<file path="src/rtl/param_stream_pkg.sv">
// ---------------------------------------------------------------------------
// param_stream_pkg
// Shared types and sizing helpers for the parameter-stream sink.
//   sink_state_t     : capture state (FILL accepting beats, FULL tensor held)
//   beats_per_tensor : number of beats needed to carry one tensor
//   count_width      : width of a counter that must reach the beat count
//   addr_width       : width of a buffer address (at least 1 bit)
// ---------------------------------------------------------------------------
package param_stream_pkg;

  typedef enum logic {
    FILL = 1'b0,
    FULL = 1'b1
  } sink_state_t;

  function automatic int beats_per_tensor(input int dim_0, input int dim_1,
                                          input int par_0, input int par_1);
    return (dim_0 * dim_1) / (par_0 * par_1);
  endfunction

  function automatic int count_width(input int depth);
    return $clog2(depth + 1);
  endfunction

  function automatic int addr_width(input int depth);
    return (depth > 1) ? $clog2(depth) : 1;
  endfunction

endpackage

</file>
<file path="src/rtl/param_sink_ram.sv">
// ---------------------------------------------------------------------------
// param_sink_ram
// Simple dual-port beat buffer: one synchronous write port and one read port
// with a two-register read pipeline. Reads are read-first: a read and write of
// the same address on the same edge return the previous contents.
// Ports:
//   clk      : clock
//   wr_en    : write strobe
//   wr_addr  : write address
//   wr_data  : write word
//   rd_en    : read request (sampled at edge T)
//   rd_addr  : read address
//   rd_data  : read word, valid two edges after the request
// The storage has no reset; the read pipeline registers are data-only.
// ---------------------------------------------------------------------------
module param_sink_ram #(
  parameter int DEPTH  = 32,
  parameter int ADDR_W = 5,
  parameter int WIDTH  = 16
) (
  input  logic              clk,
  input  logic              wr_en,
  input  logic [ADDR_W-1:0] wr_addr,
  input  logic [WIDTH-1:0]  wr_data,
  input  logic              rd_en,
  input  logic [ADDR_W-1:0] rd_addr,
  output logic [WIDTH-1:0]  rd_data
);

  logic [WIDTH-1:0] mem [DEPTH];
  logic [WIDTH-1:0] rd_data_p1;
  logic [WIDTH-1:0] rd_data_p2;

  always_ff @(posedge clk) begin
    if (wr_en) begin
      mem[wr_addr] <= wr_data;
    end
    // ---- stage p1: array read (non-blocking, so old contents win)
    if (rd_en) begin
      rd_data_p1 <= mem[rd_addr];
    end
    // ---- stage p2: output register
    rd_data_p2 <= rd_data_p1;
  end

  assign rd_data = rd_data_p2;

endmodule

</file>
<file path="src/rtl/param_stream_sink.sv">
// ---------------------------------------------------------------------------
// param_stream_sink
// Capture endpoint of the parameter-stream interface. Accepts IN_DEPTH beats
// over valid/ready, stores them in order, reports completion, and offers a
// read-back port with the same 2-cycle latency as the parameter ROMs.
// Ports:
//   clk, rst_n    : clock, asynchronous active-low reset
//   data_in       : beat elements (PAR_0*PAR_1 words of BIAS_PRECISION_0 bits)
//   data_in_valid : beat present
//   data_in_ready : sink accepts (high only while filling)
//   clear         : synchronous restart of capture, buffer contents retained
//   done          : all IN_DEPTH beats captured
//   overflow      : sticky, valid presented while full
//   beat_count    : beats accepted since reset/clear
//   rd_en/rd_addr : read-back request and beat index
//   rd_data       : flattened beat, element j at bits [W*j +: W]; 0 when the
//                   address is beyond the tensor
//   rd_valid      : rd_en delayed by two cycles
// ---------------------------------------------------------------------------
module param_stream_sink
  import param_stream_pkg::*;
#(
  parameter int BIAS_TENSOR_SIZE_DIM_0 = 32,
  parameter int BIAS_TENSOR_SIZE_DIM_1 = 1,
  parameter int BIAS_PRECISION_0       = 16,
  parameter int BIAS_PRECISION_1       = 3,
  parameter int BIAS_PARALLELISM_DIM_0 = 1,
  parameter int BIAS_PARALLELISM_DIM_1 = 1,
  parameter int IN_DEPTH      = beats_per_tensor(BIAS_TENSOR_SIZE_DIM_0, BIAS_TENSOR_SIZE_DIM_1,
                                                 BIAS_PARALLELISM_DIM_0, BIAS_PARALLELISM_DIM_1),
  parameter int COUNTER_WIDTH = count_width(IN_DEPTH)
) (
  input  logic                        clk,
  input  logic                        rst_n,
  input  logic [BIAS_PRECISION_0-1:0] data_in [BIAS_PARALLELISM_DIM_0*BIAS_PARALLELISM_DIM_1],
  input  logic                        data_in_valid,
  output logic                        data_in_ready,
  input  logic                        clear,
  output logic                        done,
  output logic                        overflow,
  output logic [COUNTER_WIDTH-1:0]    beat_count,
  input  logic                        rd_en,
  input  logic [COUNTER_WIDTH-1:0]    rd_addr,
  output logic [BIAS_PRECISION_0*BIAS_PARALLELISM_DIM_0*BIAS_PARALLELISM_DIM_1-1:0] rd_data,
  output logic                        rd_valid
);

  localparam int PAR    = BIAS_PARALLELISM_DIM_0 * BIAS_PARALLELISM_DIM_1;
  localparam int BEAT_W = BIAS_PRECISION_0 * PAR;
  localparam int ADDR_W = addr_width(IN_DEPTH);

  // Fractional bits only travel with the data; a nonsensical value is caught
  // at elaboration.
  if (BIAS_PRECISION_1 > BIAS_PRECISION_0) begin : g_frac_check
    $error("BIAS_PRECISION_1 exceeds BIAS_PRECISION_0");
  end

  sink_state_t       state;
  logic [BEAT_W-1:0] wr_beat;
  logic              wr_en;
  logic              last_beat;
  logic              in_range;
  logic [BEAT_W-1:0] ram_q;
  logic              vld_p1;
  logic              vld_p2;
  logic              inrng_p1;
  logic              inrng_p2;

  always_comb begin
    wr_beat = '0;
    for (int j = 0; j < PAR; j++) begin
      wr_beat[BIAS_PRECISION_0*j +: BIAS_PRECISION_0] = data_in[j];
    end
  end

  // Ready depends only on state; it is also held low while reset is asserted.
  assign data_in_ready = rst_n && (state == FILL);
  // Clear wins over a coincident handshake: nothing is written or counted.
  assign wr_en     = data_in_valid && data_in_ready && !clear;
  assign last_beat = (beat_count == COUNTER_WIDTH'(IN_DEPTH - 1));
  assign in_range  = (rd_addr < COUNTER_WIDTH'(IN_DEPTH));

  always_ff @(posedge clk or negedge rst_n) begin
    if (!rst_n) begin
      state      <= FILL;
      beat_count <= '0;
      overflow   <= 1'b0;
      done       <= 1'b0;
    end else if (clear) begin
      state      <= FILL;
      beat_count <= '0;
      overflow   <= 1'b0;
      done       <= 1'b0;
    end else begin
      case (state)
        FILL: begin
          if (data_in_valid) begin
            beat_count <= beat_count + 1'b1;
            if (last_beat) begin
              state <= FULL;
              done  <= 1'b1;
            end
          end
        end
        FULL: begin
          if (data_in_valid) begin
            overflow <= 1'b1;
          end
        end
        default: begin
          state <= FILL;
          done  <= 1'b0;
        end
      endcase
    end
  end

  param_sink_ram #(
    .DEPTH  (IN_DEPTH),
    .ADDR_W (ADDR_W),
    .WIDTH  (BEAT_W)
  ) u_ram (
    .clk     (clk),
    .wr_en   (wr_en),
    .wr_addr (beat_count[ADDR_W-1:0]),
    .wr_data (wr_beat),
    .rd_en   (rd_en),
    .rd_addr (rd_addr[ADDR_W-1:0]),
    .rd_data (ram_q)
  );

  always_ff @(posedge clk or negedge rst_n) begin
    if (!rst_n) begin
      vld_p1   <= 1'b0;
      inrng_p1 <= 1'b0;
      vld_p2   <= 1'b0;
      inrng_p2 <= 1'b0;
    end else begin
      // ---- stage p1: request and range flag alongside the array read
      vld_p1   <= rd_en;
      inrng_p1 <= rd_en && in_range;
      // ---- stage p2: aligned with the RAM output register
      vld_p2   <= vld_p1;
      inrng_p2 <= inrng_p1;
    end
  end

  assign rd_valid = vld_p2;
  assign rd_data  = inrng_p2 ? ram_q : '0;

endmodule

</file>
<file path="config.mk">
export PLATFORM = sky130hd
export DESIGN_NAME = param_stream_sink
export DESIGN_NICKNAME = d
export VERILOG_FILES = /design/src/rtl/param_stream_pkg.sv /design/src/rtl/param_sink_ram.sv /design/src/rtl/param_stream_sink.sv
export SDC_FILE = /design/constraint.sdc
export NUM_CORES = 1
export LEC_CHECK = 0
export ABC_AREA = 1
export BUFFER_PORTS_ARGS = -buffer_cell sky130_fd_sc_hd__buf_2
export CAP_MARGIN = 20
export CORE_ASPECT_RATIO = 1.1
export CORE_MARGIN = 2
export CORE_UTILIZATION = 48
export DETAILED_ROUTE_END_ITERATION = 10
export HOLD_SLACK_MARGIN = 0.12
export PLACE_DENSITY = 0.63
export RECOVER_POWER = 50
export SYNTH_ARGS = -nofsm -noshare
export SYNTH_HDL_FRONTEND = slang
export SYNTH_HIERARCHICAL = 1
export SYNTH_SLANG_ARGS = --single-unit
export TNS_END_PERCENT = 5
</file>
<file path="constraint.sdc">
create_clock -name clk -period 3.71 [get_ports clk]
set_input_delay 0.1855 -clock clk [delete_from_list [all_inputs] [get_ports clk]]
set_output_delay 0.1855 -clock clk [all_outputs]
set_load 0.03 [all_outputs]
</file>
## After elaboration in Yosys (flattened, before gate mapping)

Memories as Yosys holds them, arrays and structs flattened. A register that Yosys moved wholly into a read port is not among the register bits.
Cells that the tools add are included.

- Add/subtract/negate cells: 1
- $lt $le $gt $ge: 1
- Eq/ne operators: 2
- Muxes and demuxes: 17
- Bitwise operators: 1
- Reduce and logical (&&, ||, !) cells: 11

Operators by type and width:

| kind | count |
|---|---|
| 2-to-1 mux 6 bit | 3 |
| 2-to-1 mux 16 bit | 1 |
| 2-to-1 mux 1 bit | 13 |
| adder 6 x 1 -> 6 bit (second input constant) | 1 |
| == test 6 x 5 -> 1 bit (second input constant) | 1 |
| less-than comparator 6 bit (second input constant) | 1 |
| nonzero test 2 bit | 3 |
| logical AND 1 bit | 4 |
| AND reduction 2 bit | 2 |
| AND reduction 3 bit | 1 |
| != test 2 bit (second input constant) | 1 |
| logical NOT 1 bit | 1 |
| NOT 1 bit | 1 |

- Register bits after elaboration: 29
- Bits in writable memories: 512
- Bits of input ports: 27
- Output and inout port bits: 26
- Logic and storage cells: 43
- Memories kept: 1

Memories:

| memory | depth | width | rd ports | clocked after memory_dff | write ports | RTL line | text |
|---|---|---|---|---|---|---|---|
| u_ram.mem | 32 | 16 | 1 | 1 | 1 | param_sink_ram.sv:30 | `logic [WIDTH-1:0] mem [DEPTH];` |

## Longest topological paths before layout

Gate-level depths: netlist of run 1.

- Depth in word-level cells: 6
- Gate-level depth with buffers: 12
- Gate-level depth less buffers: 9

## Hierarchy

The synthesis of run 1 kept the hierarchy.

By module, submodules not included:

| module | instances | cells each | area an instance (um^2) | seq. area each (um^2) |
|---|---|---|---|---|
| param_sink_ram | 1 | 1810 | 21782.1 | 16175.5 |
| param_stream_sink | 1 | 98 | 714.4 | 325.3 |

## Least setup slack after synthesis of run 1

No wires, ideal clock.

- Path kind: reg2reg
- From: register state
- To: memory u_ram.mem[31][0] (enable)
- Setup time: 0.388 ns
- Arrival time: 1.849 ns
- Data required time: 3.322 ns
- Path slack: 1.473 ns
- Cell stages (with the launch flop): 6
- Buffers on the path: 0
- Period minus slack after synthesis: 2.237 ns
- Cells stage by stage: dfrtp_1 inv_1 nand2_2 nor3_1 nand3_1 nor2_1

- Longest elaborated chain between the ends: 6

Ends and longest elaborated chain:

| item | RTL line | text |
|---|---|---|
| start, declared | param_stream_sink.sv:58 | `sink_state_t state;` |
| start signal, assigned | param_stream_sink.sv:85 | `state <= FILL;` |
| start signal, assigned | param_stream_sink.sv:90 | `state <= FILL;` |
| start signal, assigned | param_stream_sink.sv:100 | `state <= FULL;` |
| NOT 1 bit | - |  |
| logical AND 1 bit | param_stream_sink.sv:77 | `assign data_in_ready = rst_n && (state == FILL);` |
| logical AND 1 bit (2 in series) | param_stream_sink.sv:79 | `assign wr_en = data_in_valid && data_in_ready && !clear;` |
| named net wr_en | param_stream_sink.sv:60 | `logic wr_en;` |
| 2-to-1 mux 1 bit | param_sink_ram.sv:35 | `if (wr_en) begin` |
| 2-to-1 mux 1 bit (implied by the code) | param_sink_ram.sv:36 | `mem[wr_addr] <= wr_data;` |
| end, declared | param_sink_ram.sv:30 |  |

The timed path passes the listed nets, and every way through them passes these cells.

## Worst setup path after layout of run 1

- From: register state
- To: memory u_ram.mem[29][11] (enable)

Same word-level chain as after synthesis.

==> out/qor.yml, run 1 <==
drive_gt1_share_pct: 8.38
yosysSeqAreaShare_pct: 73.3
syn2layout_area_growth_pct: 11.2
worstSetupEndpointType: "flop"
skew_ns: 0.0214
cts_tree: "yes"
hold_viol: 0
synthSimpleGateAreaFrac_pct: 22.4
die_h_um: 231
drc: 0
maxCapViolCount: 16
finalInstanceArea_um2: 25000
multi_input_area_um2: 5080
synth_top_family_by_area: "simple AND/OR/NAND/NOR gates"
design.die.area_um2: 48600
p_int_mw: 10.3
nets: 1991
dr.pass1.iters: 5
path_clk_slew_ns: 0.06
hpwl_mm: 29.5
peakVddDrop_uv: 247
syn_inst: 1908
swShare_pct: 21.6
ant_nets: 0
avgViaCountPerCell: 5.47
synth_ff_type: "edfxtp_1"
max_freq_ghz: 0.392
ctsResizeCount: 0
p_leak_nw: 9.42
synthMuxAreaShare_pct: 0
rsz0062_at_grt: "no"
vias: 14200
die_x_um: 210
postPlaceCellArea_um2: 23200
htree_num_levels: 2
fillers: 3951
combPwrFrac_pct: 5.7
gp_congestion: 0.837
routed_wl_mm: 54.6
grt_first_pass_wirelength_mm: 82.2
synth_adder_area_share_pct: 0.0556
fin_cells: 2600
grt_max_degree: 129
synth_compound_area_share_pct: 0.156
dp_slack_ns: 1.21
cp.arrival_ns: 2.83
tightest_slew_ns: 1.91
clock_path_buffers: 3
io_pins: 53
port_buffers: 52
clockPowerShare_pct: 41.3
cts.sink_count: 557
violations: "capacitance limit, slew limit"
power.density_nw_per_um2: 525
period_share_pct: 68.7
seq_area_um2: 16500
synth_edf_count: 528
postSynthAreaPerCell_um2: 11.8
grt_overflow: 0
p_seq_share_pct: 53.0
root_buffer: "clkbuf_16"
synth_async_sr_flop_share_pct: 2.33
syn_nets: 1936
clk_latency_ns: 0.61
hold_path.class: "in -> reg"
antenna_found_initial: 0
avgRoutedWirePerCell_um: 21.0
outcome: "finished, violations left"
period_needed_ns: 2.55
worstPathRequired_ns: 3.99
placedCellCount: 2494
core-area_um2: 46500
max_slew_margin_pct: -27.4
critPathLaunchType: "flop"
final-max-slew-violation-count: 528
track_usage_pct: 22.6
yosysUniqueCellTypes: 26
p_switching_mw: 2.84
synth_xor_area_share_pct: 0
setup_viol: 0
worst-setup-path-type: "reg -> reg"
cp_max_fo: 15
num_rows: 83
yosysWarnings: 6
drt_iter0_drc: 1408
diodes: 0
synth_seq_cells: 557
grt_pass1_vias: 13800
start_util_pct: 48.4
numCtsBuffers: 53
synth.cell_area_um2: 22500
setup_ws_ns: 1.16
finalSetupTns_ns: 0
[routing by layer]
| layer | vias to the layer above | wire [µm] | global-route usage [%] |
|---|---|---|---|
| met5 | - | 0 | 0 |
| met4 | 0 | 1510 | 7.64 |
| met3 | 81 | 3920 | 3.74 |
| met2 | 518 | 25700 | 36.1 |
| met1 | 6927 | 23500 | 31.9 |
| li1 | 6699 | - | - |
[per-stage QoR]
stage	total power [mW]	util, %	hold slack, ns
3_3_place_gp	7.81	49.8	0.0837
4_1_cts	13.2	53.8	0.145
5_1_grt	13.5	53.7	0.341
2_1_floorplan	7.54	-	-0.110
3_5_place_dp	7.83	49.9	0.0908
6_report	13.1	53.7	0.339
[worst max-delay path, stage by stage, from the launching register on]
cell and delay (ns):
dfrtp_1 0.41, inv_1 0.09, nand2_2 0.09, nor3_1 0.56, nand3_1 0.47, nor2_1 0.30
buf_4 0.30
[cell usage in the layout, fill, tap and decap left out]
master | synthesis | layout
nand2_1 | 745 | 745
edfxtp_1 | 528 | 528
nand3_1 | 400 | 400
clkbuf_16 | 0 | 55
buf_4 | 28 | 44
nor2_1 | 41 | 41
inv_1 | 34 | 33
clkbuf_1 | 20 | 32
buf_2 | 34 | 32
dfxtp_1 | 16 | 16
dfrtp_1 | 13 | 13
clkinv_2 | 0 | 9
dlygate4sd3_1 | 0 | 9
clkinv_1 | 0 | 8
bufinv_16 | 0 | 6
a21oi_1 | 5 | 5
buf_12 | 1 | 5
clkbuf_8 | 0 | 4
nand4_1 | 3 | 3
nand2_2 | 2 | 2
inv_2 | 2 | 2
o21ai_0 | 2 | 2
inv_6 | 1 | 2
nor3_1 | 1 | 1
nor2_2 | 1 | 1
nand2_4 | 1 | 1
nor2_8 | 1 | 1
nand3_2 | 1 | 1
ha_1 | 1 | 1
clkinvlp_4 | 0 | 1
inv_4 | 0 | 1
buf_16 | 0 | 1
[power groups by stage]
stage	clock network [mW]	registers [mW]	logic (mW)
floorplan	0	7.08	0.462
global placement	0	7.09	0.727
detailed placement	0	7.09	0.741
CTS	5.51	6.95	0.750
global route	5.74	6.96	0.822
finish	5.43	6.96	0.747
[registers in the layout, summed over array words and instances (netlist names)]
name,count
u_ram/rd_data,16
u_ram/mem,512
inrng_p2,1
vld_p1,1
state,1
beat_count,6
inrng_p1,1
overflow,1
u_ram/rd_data_p1,16
done,1
rd_valid,1
[kinds of logic after synthesis]
logic type	count (synthesis)
and+or+nand+nor	1196
DFF	557
buffers and inverters	147
AOI/OAI and AO/OA	7
adders and majority gates	1
[final timing paths]
kind                       slack (ns)                end           startpoint  depth (start not counted)
max in group asynchronous        2.58      beat_count[2]                rst_n                          3
hold reg to reg                  0.34   u_ram/rd_data[8]  u_ram/rd_data_p1[8]                          0
setup / recovery                 1.16  u_ram/mem[29][11]                state                          6
min in group asynchronous        0.74             vld_p1                rst_n                          3
hold / removal                   0.34           overflow                clear                          3
setup reg to reg                 1.16  u_ram/mem[29][11]                state                          6
[cell usage after synthesis (3+ instances only)]
| master | instances | area, µm² |
|---|---|---|
| nand3_1 | 400 | 2000 |
| a21oi_1 | 5 | 25.0 |
| dfxtp_1 | 16 | 320 |
| nand4_1 | 3 | 18.8 |
| edfxtp_1 | 528 | 15900 |
| buf_6 | 24 | 270 |
| clkbuf_1 | 20 | 75.1 |
| dfrtp_1 | 13 | 325 |
| nor2_1 | 41 | 154 |
| buf_2 | 34 | 170 |
| inv_1 | 34 | 128 |
| nand2_1 | 745 | 2800 |
| buf_4 | 28 | 210 |
[cell type report]
class	instances	area share, %
Multi-Input combinational cell	1204	20.3
Inverter	37	0.585
Timing Repair Buffer	110	3.16
Clock buffer	72	5.88
Clock inverter	25	1.09
Tap cell	595	2.98
Sequential cell	557	66.0
[timing repair]
action | CTS | global route
endpoints found under the hold margin | 54 | 0
hold buffers | 9 | 0
setup buffers | 0 | 0
(Power assumes the default switching activity.)
==> run 2: changes to the inputs <==
==> constraint.sdc (replaced) <==
create_clock -name clk -period 2.67 [get_ports clk]
set_input_delay 0.1335 -clock clk [delete_from_list [all_inputs] [get_ports clk]]
set_output_delay 0.1335 -clock clk [all_outputs]
set_load 0.03 [all_outputs]
==> out/qor.yml, run 2 (synthesized netlist as in run 1, its figures left out) <==
outcome: "finished, violations left"
violations: "capacitance limit, slew limit"
drive_gt1_share_pct: 9.00
track_usage_pct: 24.5
grt_overflow: 0
peakVddDrop_uv: 409
cp_slowest_cell: "dfrtp_1"
antenna_found_initial: 0
hold_viol: 0
crit_chain: "inv_1 -> nand2_2 -> nor3_1 -> nand3_1 -> buf_4 -> nor2_1 -> buf_4"
nets: 2010
numCtsBuffers: 53
grt_max_degree: 77
worst-setup-path-type: "reg -> reg"
start_util_pct: 48.4
cts_tree: "yes"
rsz0062_at_grt: "no"
clk_latency_ns: 0.58
critical-path-top-delay-family: "simple AND/OR/NAND/NOR gates"
hold_path.class: "in -> reg"
grt_pass1_vias: 13900
finalSetupTns_ns: 0
ctsResizeCount: 0
path_clk_slew_ns: 0.06
p_leak_nw: 9.46
drt_iter0_drc: 1859
maxCapViolCount: 16
core-area_um2: 46500
port_buffers: 52
multi_input_area_um2: 5080
dr.pass1.iters: 5
design.die.area_um2: 48600
max_slew_margin_pct: -62.0
htree_num_levels: 2
cp_common_cell: "buf_4"
slowest_delay_ns: 0.41
period_share_pct: 81.4
drc: 0
hpwl_mm: 35.5
final-max-slew-violation-count: 530
io_pins: 53
vias: 14700
final_common_cell: "nand2_1"
max_freq_ghz: 0.460
tightest_slew_ns: 2.43
root_buffer: "clkbuf_16"
clock_path_buffers: 3
worstSetupEndpointType: "flop"
cp_max_fo: 16
period_needed_ns: 2.17
final_cell_mix: "nand2_1, edfxtp_1, nand3_1"
final_util_pct: 53.9
num_rows: 83
routed_wl_mm: 59.1
gp_congestion: 0.915
ant_nets: 0
seq_area_um2: 16500
gr-usage-met2_pct: 39.7
setup_viol: 0
met3_usage_pct: 3.02
cts.sink_count: 557
die_h_um: 231
top_register: "u_ram/mem"
largest_reg_flops: 512
grt_first_pass_wirelength_mm: 86.8
worstPathRequired_ns: 2.94
skew_ns: 0.0157
power.density_nw_per_um2: 716
use_met1_pct: 34.3
top_usage_layer: "met2"
avgViaCountPerCell: 5.60
die_x_um: 210
cp.arrival_ns: 2.44
path_buf_inv: 3
avgRoutedWirePerCell_um: 22.6
fillers: 3944
syn2layout_area_growth_pct: 11.4
critPathLaunchType: "flop"
==> run 2: worst paths after layout <==
path,startpoint,end,slack [ns],cells after the start
worst max register to register,state,u_ram/mem[1][8],0.50,7
worst min-delay path,rd_addr[3],u_ram/rd_data_p1[10],0.30,5
min in group asynchronous,rst_n,inrng_p1,0.80,4
worst min register to register,u_ram/rd_data_p1[5],u_ram/rd_data[5],0.34,0
max in group asynchronous,rst_n,vld_p1,1.42,4
worst max-delay path,state,u_ram/mem[1][8],0.50,7
==> run 2: timing repair <==
action / CTS / global route
hold buffers: 9 / 0
endpoints found under the setup margin: 0 / 0
buffers inserted: 0 / 0
hold endpoints to repair: 56 / 0
==> run 2: report_power, final <==
| part | leakage, nW | internal, mW | switching [mW] |
|---|---|---|---|
| Sequential | 5.07 | 9.64 | 0.0289 |
| Clock | 0.808 | 4.08 | 3.07 |
| Combinational | 3.58 | 0.262 | 0.864 |
| Total | 9.46 | 14.0 | 3.96 |
==> run 2: cell type report <==
class	instances	area share [%]
inverters	37	0.584
well taps	595	2.97
clock buffers	72	5.79
diodes	2	0.0200
clock inverters	24	0.749
multi-input cells	1204	20.3
flip-flops and latches	557	65.8
repair buffers	129	3.77
==> run 2: layer usage <==
metal	routed length [µm]	vias to the layer above
met5	0	-
met4	2060	0
met3	4590	120
met2	28000	711
met1	24400	7090
li1	-	6747
==> run 2: stage by stage <==
step	instances	power (mW)	area [µm²]	worst slack, ns	hold slack, ns
6_report	2620	17.9	25100	0.497	0.303
4_1_cts	2618	18.0	25100	0.552	0.238
3_3_place_gp	2513	11.0	23400	0.598	0.0942
2_1_floorplan	1908	10.5	22500	0.433	-0.162
3_5_place_dp	2513	11.0	23400	0.554	0.0901
5_1_grt	2618	18.5	25100	0.388	0.311
==> run 2: tightest hold or removal path, delay by kind of cell <==
family | cells | cell delay (ns)
buffers and inverters | 1 | 0.28
and+or+nand+nor | 4 | 0.29
==> run 3: changes to the inputs <==
--- a/config.mk
+++ b/config.mk
@@ -13,7 +13,7 @@
 export CORE_UTILIZATION = 48
 export DETAILED_ROUTE_END_ITERATION = 10
 export HOLD_SLACK_MARGIN = 0.12
-export PLACE_DENSITY = 0.63
+export PLACE_DENSITY = 0.65
 export RECOVER_POWER = 50
 export SYNTH_ARGS = -nofsm -noshare
 export SYNTH_HDL_FRONTEND = slang
==> constraint.sdc (replaced) <==
create_clock -name clk -period 1.9 [get_ports clk]
set_input_delay 0.095 -clock clk [delete_from_list [all_inputs] [get_ports clk]]
set_output_delay 0.095 -clock clk [all_outputs]
set_load 0.03 [all_outputs]
==> out/qor.yml, run 3 (synthesized netlist as in run 1, its figures left out) <==
outcome: "finished, violations left"
violations: "capacitance limit, slew limit"
grt_first_pass_wirelength_mm: 86.4
ant_nets: 0
rr_worst_depth: 8
critical-path-top-delay-family: "buffers and inverters"
port_buffers: 52
max_freq_ghz: 0.543
period_needed_ns: 1.84
fillers: 3821
hpwl_mm: 35.7
top_register: "u_ram/mem"
num_rows: 83
avgRoutedWirePerCell_um: 21.5
diodes: 0
gp_congestion: 0.870
syn2layout_area_growth_pct: 16.5
crit_chain: "inv_1 -> nand2_2 -> nor3_2 -> buf_4 -> nand3_2 -> buf_4 -> nor2_4 -> buf_12"
nets: 2059
critPathLaunchType: "flop"
worstSetupEndpointType: "flop"
largest_reg_flops: 512
rsz0062_at_grt: "yes"
grt_pass1_vias: 14400
power.density_nw_per_um2: 957
setup_viol: 0
numCtsBuffers: 53
core-area_um2: 46500
dr.pass1.iters: 7
setup_ws_ns: 0.0586
die_h_um: 231
clock_path_buffers: 3
whs_ns: 0.270
tightest_slew_ns: 2.12
hold_viol: 0
period_share_pct: 96.9
antenna_found_initial: 1
path_buf_inv: 4
fin_total_pwr_mw: 25.1
final_cell_mix: "nand2_1, edfxtp_1, nand3_1"
root_buffer: "clkbuf_16"
vias: 14700
design.die.area_um2: 48600
track_usage_pct: 23.9
drc: 0
start_util_pct: 48.4
slowest_delay_ns: 0.40
htree_num_levels: 2
grt_max_degree: 64
cp.arrival_ns: 2.14
max_slew_margin_pct: -41.4
clk_latency_ns: 0.62
routed_wl_mm: 57.4
final-max-slew-violation-count: 66
drt_iter0_drc: 1802
cp_common_cell: "buf_4"
worstHoldPathCells: 6
p_leak_nw: 9.83
cts.sink_count: 557
path_clk_slew_ns: 0.06
hold_end: "u_ram/rd_data_p1[2]"
hold_path.class: "in -> reg"
peakVddDrop_uv: 556
die_x_um: 210
worst-setup-path-type: "reg -> reg"
final_common_cell: "nand2_1"
post_cts_buffers: 0
r2r_start: "state"
hold_path.startpoint: "rd_addr[3]"
timing.rr.end: "u_ram/mem[13][9]"
cts_tree: "yes"
cp_max_fo: 16
drive_gt1_share_pct: 13.1
avgViaCountPerCell: 5.50
skew_ns: 0.0330
grt_overflow: 0
r2r_slack_ns: 0.06
maxCapViolCount: 2
worstPathRequired_ns: 2.20
dp_slack_ns: 0.0465
io_pins: 53
cp_slowest_cell: "dfrtp_1"
==> run 3: changes by cell type in the layout (fill, tap and decap cells not counted), sizes merged <==
cell	change
buf	+29
dlygate4sd3	+14
clkinv	+5
bufinv	-3
clkbuf	+3
diode	-2
clkinvlp	+1
==> run 3: per-layer routing <==
layer	share of wire [%]	up-vias	GRT usage [%]	wire, µm
met1	42	7137	33.8	24100
li1	-	6848	-	-
met4	3.4	0	8.87	1950
met2	46	595	37.4	26500
met5	0	-	0	0
met3	8.4	98	4.47	4810
==> run 3: worst reg2reg max path, delay by kind of cell, from the launching register on <==
kind	cells	cell delay, ns
flops	1	0.40
buf+inv	4	0.64
simple gates	4	0.49
==> run 3: worst max-delay path by stage <==
| stage | startpoint | end | slack, ns | depth (start not counted) |
|---|---|---|---|---|
| after floorplan | state | u_ram/mem[11][0] | -0.08 | 5 |
| after CTS | inrng_p2 | rd_data[14] | 0.008 | 3 |
| final | state | u_ram/mem[13][9] | 0.06 | 8 |
| after global placement | state | u_ram/mem[29][0] | 0.04 | 8 |
| after global routing | beat_count[0] | state | -0.008 | 6 |
| after detailed placement | state | u_ram/mem[21][12] | 0.05 | 8 |
==> run 3: where the power goes <==
part	leakage (nW)	total (mW)	switching (mW)	internal, mW
clock network	0.799	9.81	4.44	5.37
registers	5.07	13.6	0.0505	13.5
logic	3.97	1.68	1.22	0.459
total	9.83	25.1	5.70	19.4
==> run 3: what timing repair did <==
item | 4_1_cts | 5_1_grt
setup endpoints to repair | 0 | 56
endpoints found under the hold margin | 312 | 0
hold buffers | 23 | 0
gates resized for setup | 0 | 4
==> run 3: cell type report <==
cell class	count	area (µm²)	share of cell area (%)
sequential	557	16500	63.0
multi-input combinational	1204	5350	20.4
timing repair buffer	178	1850	7.05
clock buffer	69	1450	5.53
tap	595	744	2.84
clock inverter	27	159	0.607
inverter	37	146	0.559
==> run 3: per-stage QoR <==
step,instances,setup TNS (ns),util (%),area [µm²]
final,2667,0,56.3,26200
after global routing,2667,-0.00777,56.3,26200
after floorplan,1908,-39.63,-,22800
after detailed placement,2548,0,52.6,24500
after CTS,2667,0,56.6,26300
after global placement,2548,0,52.6,24500
